File: src/rtl/seq_div_pkg.sv
`default_nettype none
// ============================================================================
//  Module      : seq_div_pkg
//  Description : Shared types and helpers for the iterative signed divider.
//  Revision    : 1.0 - initial release
// ============================================================================
package seq_div_pkg;

    localparam int c_STATE_W = 2;

    typedef enum logic [c_STATE_W-1:0] {
        IDLE = 2'd0,
        CALC = 2'd1,
        DONE = 2'd2
    } state_t;

    // Width of a counter able to hold the values 0..width inclusive
    function automatic int iter_width(input int width);
        return $clog2(width + 1);
    endfunction

    // Magnitude of a sign-extended operand; |MIN| stays representable as unsigned
    function automatic logic [63:0] abs_u(input logic signed [63:0] x);
        return x[63] ? 64'(-x) : 64'(x);
    endfunction

endpackage : seq_div_pkg
`default_nettype wire

File: src/rtl/div_clz.sv
`default_nettype none
// ============================================================================
//  Module      : div_clz
//  Description : Leading-zero counter (priority encoder); all-zero input
//                returns WIDTH. Used only when DIV_EARLY_TERM_EN is defined.
//  Revision    : 1.0 - initial release
// ============================================================================
module div_clz
    import seq_div_pkg::*;
#(
    parameter int WIDTH = 32,
    parameter int CNT_W = iter_width(WIDTH)
) (
    input  logic [WIDTH-1:0] x,
    output logic [CNT_W-1:0] cnt
);

    // Later (higher) set bits override earlier ones, so the MSB-most one wins
    always_comb begin
        cnt = CNT_W'(WIDTH);
        for (int i = 0; i < WIDTH; i++) begin
            if (x[i]) begin
                cnt = CNT_W'(WIDTH - 1 - i);
            end
        end
    end

endmodule : div_clz
`default_nettype wire

File: src/rtl/seq_signed_divider.sv
`default_nettype none
// ============================================================================
//  Module      : seq_signed_divider
//  Description : Radix-2 restoring signed divider, one quotient bit per clock,
//                valid/ready on both sides, divide-by-zero and overflow flags.
//                Define DIV_EARLY_TERM_EN to skip leading zeros of |a|.
//  Revision    : 1.0 - initial release
// ============================================================================
module seq_signed_divider
    import seq_div_pkg::*;
#(
    parameter int WIDTH = 32
) (
    input  logic             clk,
    input  logic             rst,
    input  logic             in_valid,
    output logic             in_ready,
    input  logic [WIDTH-1:0] a,
    input  logic [WIDTH-1:0] b,
    output logic             out_valid,
    input  logic             out_ready,
    output logic [WIDTH-1:0] q,
    output logic [WIDTH-1:0] r,
    output logic             div_by_zero,
    output logic             overflow
);

    localparam int             c_ITER_W = iter_width(WIDTH);
    localparam logic [WIDTH-1:0] c_MIN  = {1'b1, {(WIDTH-1){1'b0}}};

    state_t                r_state;
    logic [WIDTH-1:0]      r_dvd;
    logic [WIDTH-1:0]      r_dvs;
    logic [WIDTH-1:0]      r_rem;
    logic [c_ITER_W-1:0]   r_cnt;
    logic                  r_qneg;
    logic                  r_rneg;
    logic                  r_dz;
    logic                  r_ov;

    logic [WIDTH-1:0]      w_mag_a;
    logic [WIDTH-1:0]      w_mag_b;
    logic                  w_bzero;
    logic                  w_ovf;
    logic [WIDTH-1:0]      w_dvd_init;
    logic [c_ITER_W-1:0]   w_niter;
    logic [WIDTH:0]        w_rem_sh;
    logic [WIDTH-1:0]      w_diff;
    logic                  w_qbit;

    assign w_mag_a = WIDTH'(abs_u(64'(signed'(a))));
    assign w_mag_b = WIDTH'(abs_u(64'(signed'(b))));
    assign w_bzero = (b == '0);
    assign w_ovf   = (a == c_MIN) && (b == '1);

`ifdef DIV_EARLY_TERM_EN
    logic [c_ITER_W-1:0] w_clz;

    div_clz #(
        .WIDTH (WIDTH),
        .CNT_W (c_ITER_W)
    ) u_clz (
        .x   (w_mag_a),
        .cnt (w_clz)
    );

    // Leading zeros of |a| cannot produce quotient bits, so skip them; a=0 still runs once
    assign w_dvd_init = w_mag_a << w_clz;
    assign w_niter    = (w_clz == c_ITER_W'(WIDTH)) ? c_ITER_W'(1)
                                                    : c_ITER_W'(WIDTH) - w_clz;
`else
    assign w_dvd_init = w_mag_a;
    assign w_niter    = c_ITER_W'(WIDTH);
`endif

    // Partial remainder stays below the divisor, so the difference fits in WIDTH bits
    assign w_rem_sh = {r_rem, r_dvd[WIDTH-1]};
    assign w_qbit   = (w_rem_sh >= {1'b0, r_dvs});
    assign w_diff   = w_rem_sh[WIDTH-1:0] - r_dvs;

    always_ff @(posedge clk) begin
        if (rst) begin
            r_state     <= IDLE;
            r_dvd       <= '0;
            r_dvs       <= '0;
            r_rem       <= '0;
            r_cnt       <= '0;
            r_qneg      <= 1'b0;
            r_rneg      <= 1'b0;
            r_dz        <= 1'b0;
            r_ov        <= 1'b0;
            in_ready    <= 1'b1;
            out_valid   <= 1'b0;
            q           <= '0;
            r           <= '0;
            div_by_zero <= 1'b0;
            overflow    <= 1'b0;
        end else begin
            case (r_state)
                IDLE: begin
                    if (in_valid && in_ready) begin
                        in_ready <= 1'b0;
                        r_qneg   <= a[WIDTH-1] ^ b[WIDTH-1];
                        r_rneg   <= a[WIDTH-1];
                        r_dvs    <= w_mag_b;
                        r_dvd    <= w_dvd_init;
                        // Divide-by-zero reports r=a, so park |a| where the remainder lives
                        r_rem    <= w_bzero ? w_mag_a : '0;
                        r_cnt    <= w_niter - c_ITER_W'(1);
                        r_dz     <= w_bzero;
                        r_ov     <= w_ovf;
                        r_state  <= (w_bzero || w_ovf) ? DONE : CALC;
                    end
                end
                CALC: begin
                    r_dvd <= {r_dvd[WIDTH-2:0], w_qbit};
                    r_rem <= w_qbit ? w_diff : w_rem_sh[WIDTH-1:0];
                    if (r_cnt == '0) begin
                        r_state <= DONE;
                    end else begin
                        r_cnt <= r_cnt - c_ITER_W'(1);
                    end
                end
                DONE: begin
                    if (!out_valid) begin
                        out_valid   <= 1'b1;
                        div_by_zero <= r_dz;
                        overflow    <= r_ov;
                        if (r_dz) begin
                            q <= '1;
                        end else if (r_ov) begin
                            q <= c_MIN;
                        end else begin
                            q <= r_qneg ? -r_dvd : r_dvd;
                        end
                        if (r_ov) begin
                            r <= '0;
                        end else begin
                            r <= r_rneg ? -r_rem : r_rem;
                        end
                    end else if (out_ready) begin
                        out_valid   <= 1'b0;
                        div_by_zero <= 1'b0;
                        overflow    <= 1'b0;
                        in_ready    <= 1'b1;
                        r_state     <= IDLE;
                    end
                end
                default: begin
                    r_state  <= IDLE;
                    in_ready <= 1'b1;
                end
            endcase
        end
    end

endmodule : seq_signed_divider
`default_nettype wire
File: config.mk
export PLATFORM = sky130hd
export DESIGN_NAME = seq_signed_divider
export DESIGN_NICKNAME = d
export VERILOG_FILES = /design/src/rtl/seq_div_pkg.sv /design/src/rtl/div_clz.sv /design/src/rtl/seq_signed_divider.sv
export SDC_FILE = /design/constraint.sdc
export NUM_CORES = 1
export LEC_CHECK = 0
export BUFFER_PORTS_ARGS = -buffer_cell sky130_fd_sc_hd__buf_2
export CAP_MARGIN = 20
export CORE_ASPECT_RATIO = 2
export CORE_MARGIN = 2
export CORE_UTILIZATION = 30
export CTS_CLUSTER_DIAMETER = 80
export DETAILED_ROUTE_END_ITERATION = 7
export PLACE_DENSITY = 0.48
export SLEW_MARGIN = 30
export SYNTH_ARGS = -nofsm -noshare
export SYNTH_HDL_FRONTEND = slang
export SYNTH_SLANG_ARGS = --single-unit
File: constraint.sdc
create_clock -name clk -period 9.6 [get_ports clk]
set_input_delay 1.92 -clock clk [delete_from_list [all_inputs] [get_ports clk]]
set_output_delay 1.92 -clock clk [all_outputs]
set_load 0.01 [all_outputs]
==> results.cfg <==
[status]
run_status = finished clean

[setup_path]
launch_instance_of_the_worst_register_to_register_path = r_rem[23]$_SDFFE_PP0P_
critical_path_buf_inv_count = 1
worst-endpoint-required_ns = 9.96
timing.critical_path.from_type = primary input
worst-setup-path-type = in2reg
critical_path_top_delay_cell = sky130_fd_sc_hd__nor4_1
worstSetupEndpointType = flip-flop
crit_path_frequent_cell = sky130_fd_sc_hd__nand2_1
crit_family = simple AND/OR/NAND/NOR gates
critical_path.max_fanout = 8
ordered_list_of_cells_on_the_worst_path = buf_2 > nor4_1 > nand2_1 > nor2_1 > nand3_1 > nor3_2 > nand2_1 > a2bb2oi_1 > o21a_1 > a221oi_1
critical_path_arrival_ns = 5.09
max_stage_delay_ns = 0.80
worst_setup_path_startpoint = b[2]

[final_layout]
fill_cells = 4038
final-instance-count-excl-fill = 2028
final_layout_size_suffix_gt1_share_pct = 13.40
design.final.nets = 1662
area_delta_synth_final_pct = 14.72

[power]
peakVddDrop_mv = 0.1076
power_w = 0.002889
power_per_cell_area_mw_per_mm2 = 221.6
leakage_component_of_the_power_nw = 5.024

[place]
post-place-cells = 1994
place_ws_ns = 4.366
hpwl_mm = 31.68
i_o_buffers = 135
finalWeightedCongestion = 0.8518

[global_route]
grt_pass1_vias = 10810
pin_count_of_the_biggest_net_entering_global_routing = 87
grt_total_ovfl = 0
antenna_violations_before_repair = 2
grt_util_all_layers_pct = 20.42
grt_pass1_wl_mm = 62.20

[floorplanning]
core_region_area_mm2 = 0.03729
effective_utilization_at_floorplan_pct = 30.48
dieWidth_um = 141.6
die-height_um = 279.2
ios = 136
rows = 100
die-area_mm2 = 0.03955

[logic_synthesis]
yosys_most_used_dff = sky130_fd_sc_hd__dfxtp_1
synth_sequential_area_ratio_pct = 31.01
synth_enable_flop_cells = 0
post_synth_instance_area_mm2 = 0.01136
synth_nets = 1582
synth.yosys.warnings = 0
leading_post_synthesis_cells_by_cell_area = sky130_fd_sc_hd__dfxtp_1 (31%), sky130_fd_sc_hd__nor2_1 (6.2%), sky130_fd_sc_hd__xor2_1 (6.2%), sky130_fd_sc_hd__xnor2_1 (5.2%), sky130_fd_sc_hd__a21oi_1 (5.1%)
leading_area_contributor_after_synthesis = sky130_fd_sc_hd__dfxtp_1
postSynthCellCount = 1474
yosys_register_bits = 176
syn_avg_cell_area_um2 = 7.709
synth.top_cells.by_count = sky130_fd_sc_hd__nor2_1 (187), sky130_fd_sc_hd__dfxtp_1 (176), sky130_fd_sc_hd__nand2_1 (136), sky130_fd_sc_hd__a21oi_1 (115), sky130_fd_sc_hd__xor2_1 (80)
synth_largest_type_area_fraction_pct = 31.01
ys_async_sr_fraction_pct = 0
netlist-cell-type-count = 67
synth_most_common_cell = sky130_fd_sc_hd__nor2_1

[routing]
detailedRoute.firstPassIterationCount = 5
routed-via-count = 10990
routedWlPerCell_um = 20.04
drc = 0
ant_nets = 0
initialDrtViolationCount = 494
totalWireLength_mm = 40.64
drt-vias-per-instance = 5.419

[timing]
timing_hold_violations_final = 0
setup_violating_endpoint_count_in_the_final_report = 0
peak_freq_mhz = 211.8
final_max_slew_viol_count = 0
tightestPinTransition_ns = 1.042
post-route-period-util_pct = 49.18
final.setup_skew_ns = 0.01499
timing.max_slew.rel_slack_pct = 29.80
min_period_ns = 4.722
grt_setup_unrepaired = false
final.setup.tns_ns = 0
worst_slack_ns = 4.878

[run]
drv.max_cap_violation_count = 0

[clock_network]
clk_latency_ns = 0.46
post_cts.resized_instances = 0
cts_max_path_buffers = 2
clock_tree_from_tritoncts = built
clock-sinks = 176
post_cts_hold_buffer_count = 0
buffer_cell_driving_the_clock_tree_root = sky130_fd_sc_hd__clkbuf_16
clock_tree.htree_level_count = 4
cts_buffers = 17
clk_transition_reported_paths_ns = 0.07
postCtsSetupRepairBufs = 0

[worst_hold_path]
min-delay-start = r[18]$_SDFFE_PP0P_
hold_path_class = reg2reg
[registers in the layout, summed over array words and instances, names as in the netlist]
name and count:
div_by_zero 1, in_ready 1, out_valid 1, overflow 1, q 32, r 32, r_cnt 6, r_dvd 32
r_dvs 32, r_dz 1, r_ov 1, r_qneg 1, r_rem 32, r_rneg 1, r_state 2
[through the flow]
step	utilization, %	area (µm²)	hold WS (ns)
floorplan	-	11360	0.4319
global placement	33.30	12410	0.4398
detailed placement	33.30	12410	0.4420
CTS	34.94	13030	0.4572
global route	34.96	13040	0.4860
finish	34.96	13040	0.4546
[final cells by class]
class,count,area [µm²],share of cell area (%)
well taps,459,574.3,4.405
repair buffers,152,809.5,6.210
diodes,2,5.005,0.03839
clock buffers,17,425.4,3.263
multi-input cells,1149,7293,55.95
flip-flops and latches,176,3523,27.03
inverters,58,217.7,1.670
clock inverters,15,187.7,1.440
[logic make-up (layout without fill, tap and decap cells)]
family	count (synthesis)	count (layout)	share of synthesized area (%)
simple gates	486	486	19.82
compound gates	460	460	26.90
flops	176	176	31.01
buf+inv	149	242	4.988
xor+xnor	147	147	11.33
fa+ha+maj	40	40	4.470
mux	16	16	1.487
other cells	0	2	0
[cell usage in the layout (no fill, tap or decap), types with 18 or more instances in the layout]
master / synthesis / routed
sky130_fd_sc_hd__ha_1: 39 / 39
sky130_fd_sc_hd__o41ai_1: 20 / 20
sky130_fd_sc_hd__or4_1: 18 / 18
sky130_fd_sc_hd__o31ai_1: 28 / 28
sky130_fd_sc_hd__xor2_1: 80 / 80
sky130_fd_sc_hd__buf_2: 6 / 134
sky130_fd_sc_hd__nor3_1: 36 / 35
sky130_fd_sc_hd__dfxtp_1: 176 / 176
sky130_fd_sc_hd__a22oi_1: 45 / 45
sky130_fd_sc_hd__o21ai_0: 78 / 78
sky130_fd_sc_hd__a211oi_1: 70 / 70
sky130_fd_sc_hd__inv_1: 57 / 57
sky130_fd_sc_hd__nand2_1: 136 / 136
sky130_fd_sc_hd__a21oi_1: 115 / 115
sky130_fd_sc_hd__xnor2_1: 67 / 67
sky130_fd_sc_hd__a221oi_1: 20 / 20
sky130_fd_sc_hd__nor2_1: 187 / 184
[worst min-delay path: cells and delay by family, from the launching register on]
kind | cells | cell delay, ns
DFF | 1 | 0.33
AOI/OAI and AO/OA | 1 | 0.05
and+or+nand+nor | 1 | 0.04
[path summary, 6_finish.rpt]
check	end	slack, ns	depth (start not counted)
worst min-delay path	r[18]$_SDFFE_PP0P_	0.45	2
worst min register to register	r[18]$_SDFFE_PP0P_	0.45	2
worst max register to register	r_rem[14]$_SDFFE_PP0P_	5.42	12
worst max-delay path	r_rem[24]$_SDFFE_PP0P_	4.88	10
[routing by layer]
| layer | part of all wire, % | track usage, % | up-vias |
|---|---|---|---|
| li1 | - | - | 5515 |
| met1 | 39 | 21.15 | 5186 |
| met2 | 55 | 40.03 | 228 |
| met3 | 2.4 | 2.109 | 61 |
| met4 | 4.0 | 9.692 | 0 |
| met5 | 0 | 0 | - |
[where the power goes]
group          internal, W  switching [W]
clock             0.000397       0.000354
combinational     0.000475       0.000763
sequential        0.000800       0.000100
total              0.00167        0.00122
Note: power is estimated with default switching activity, not from simulation.
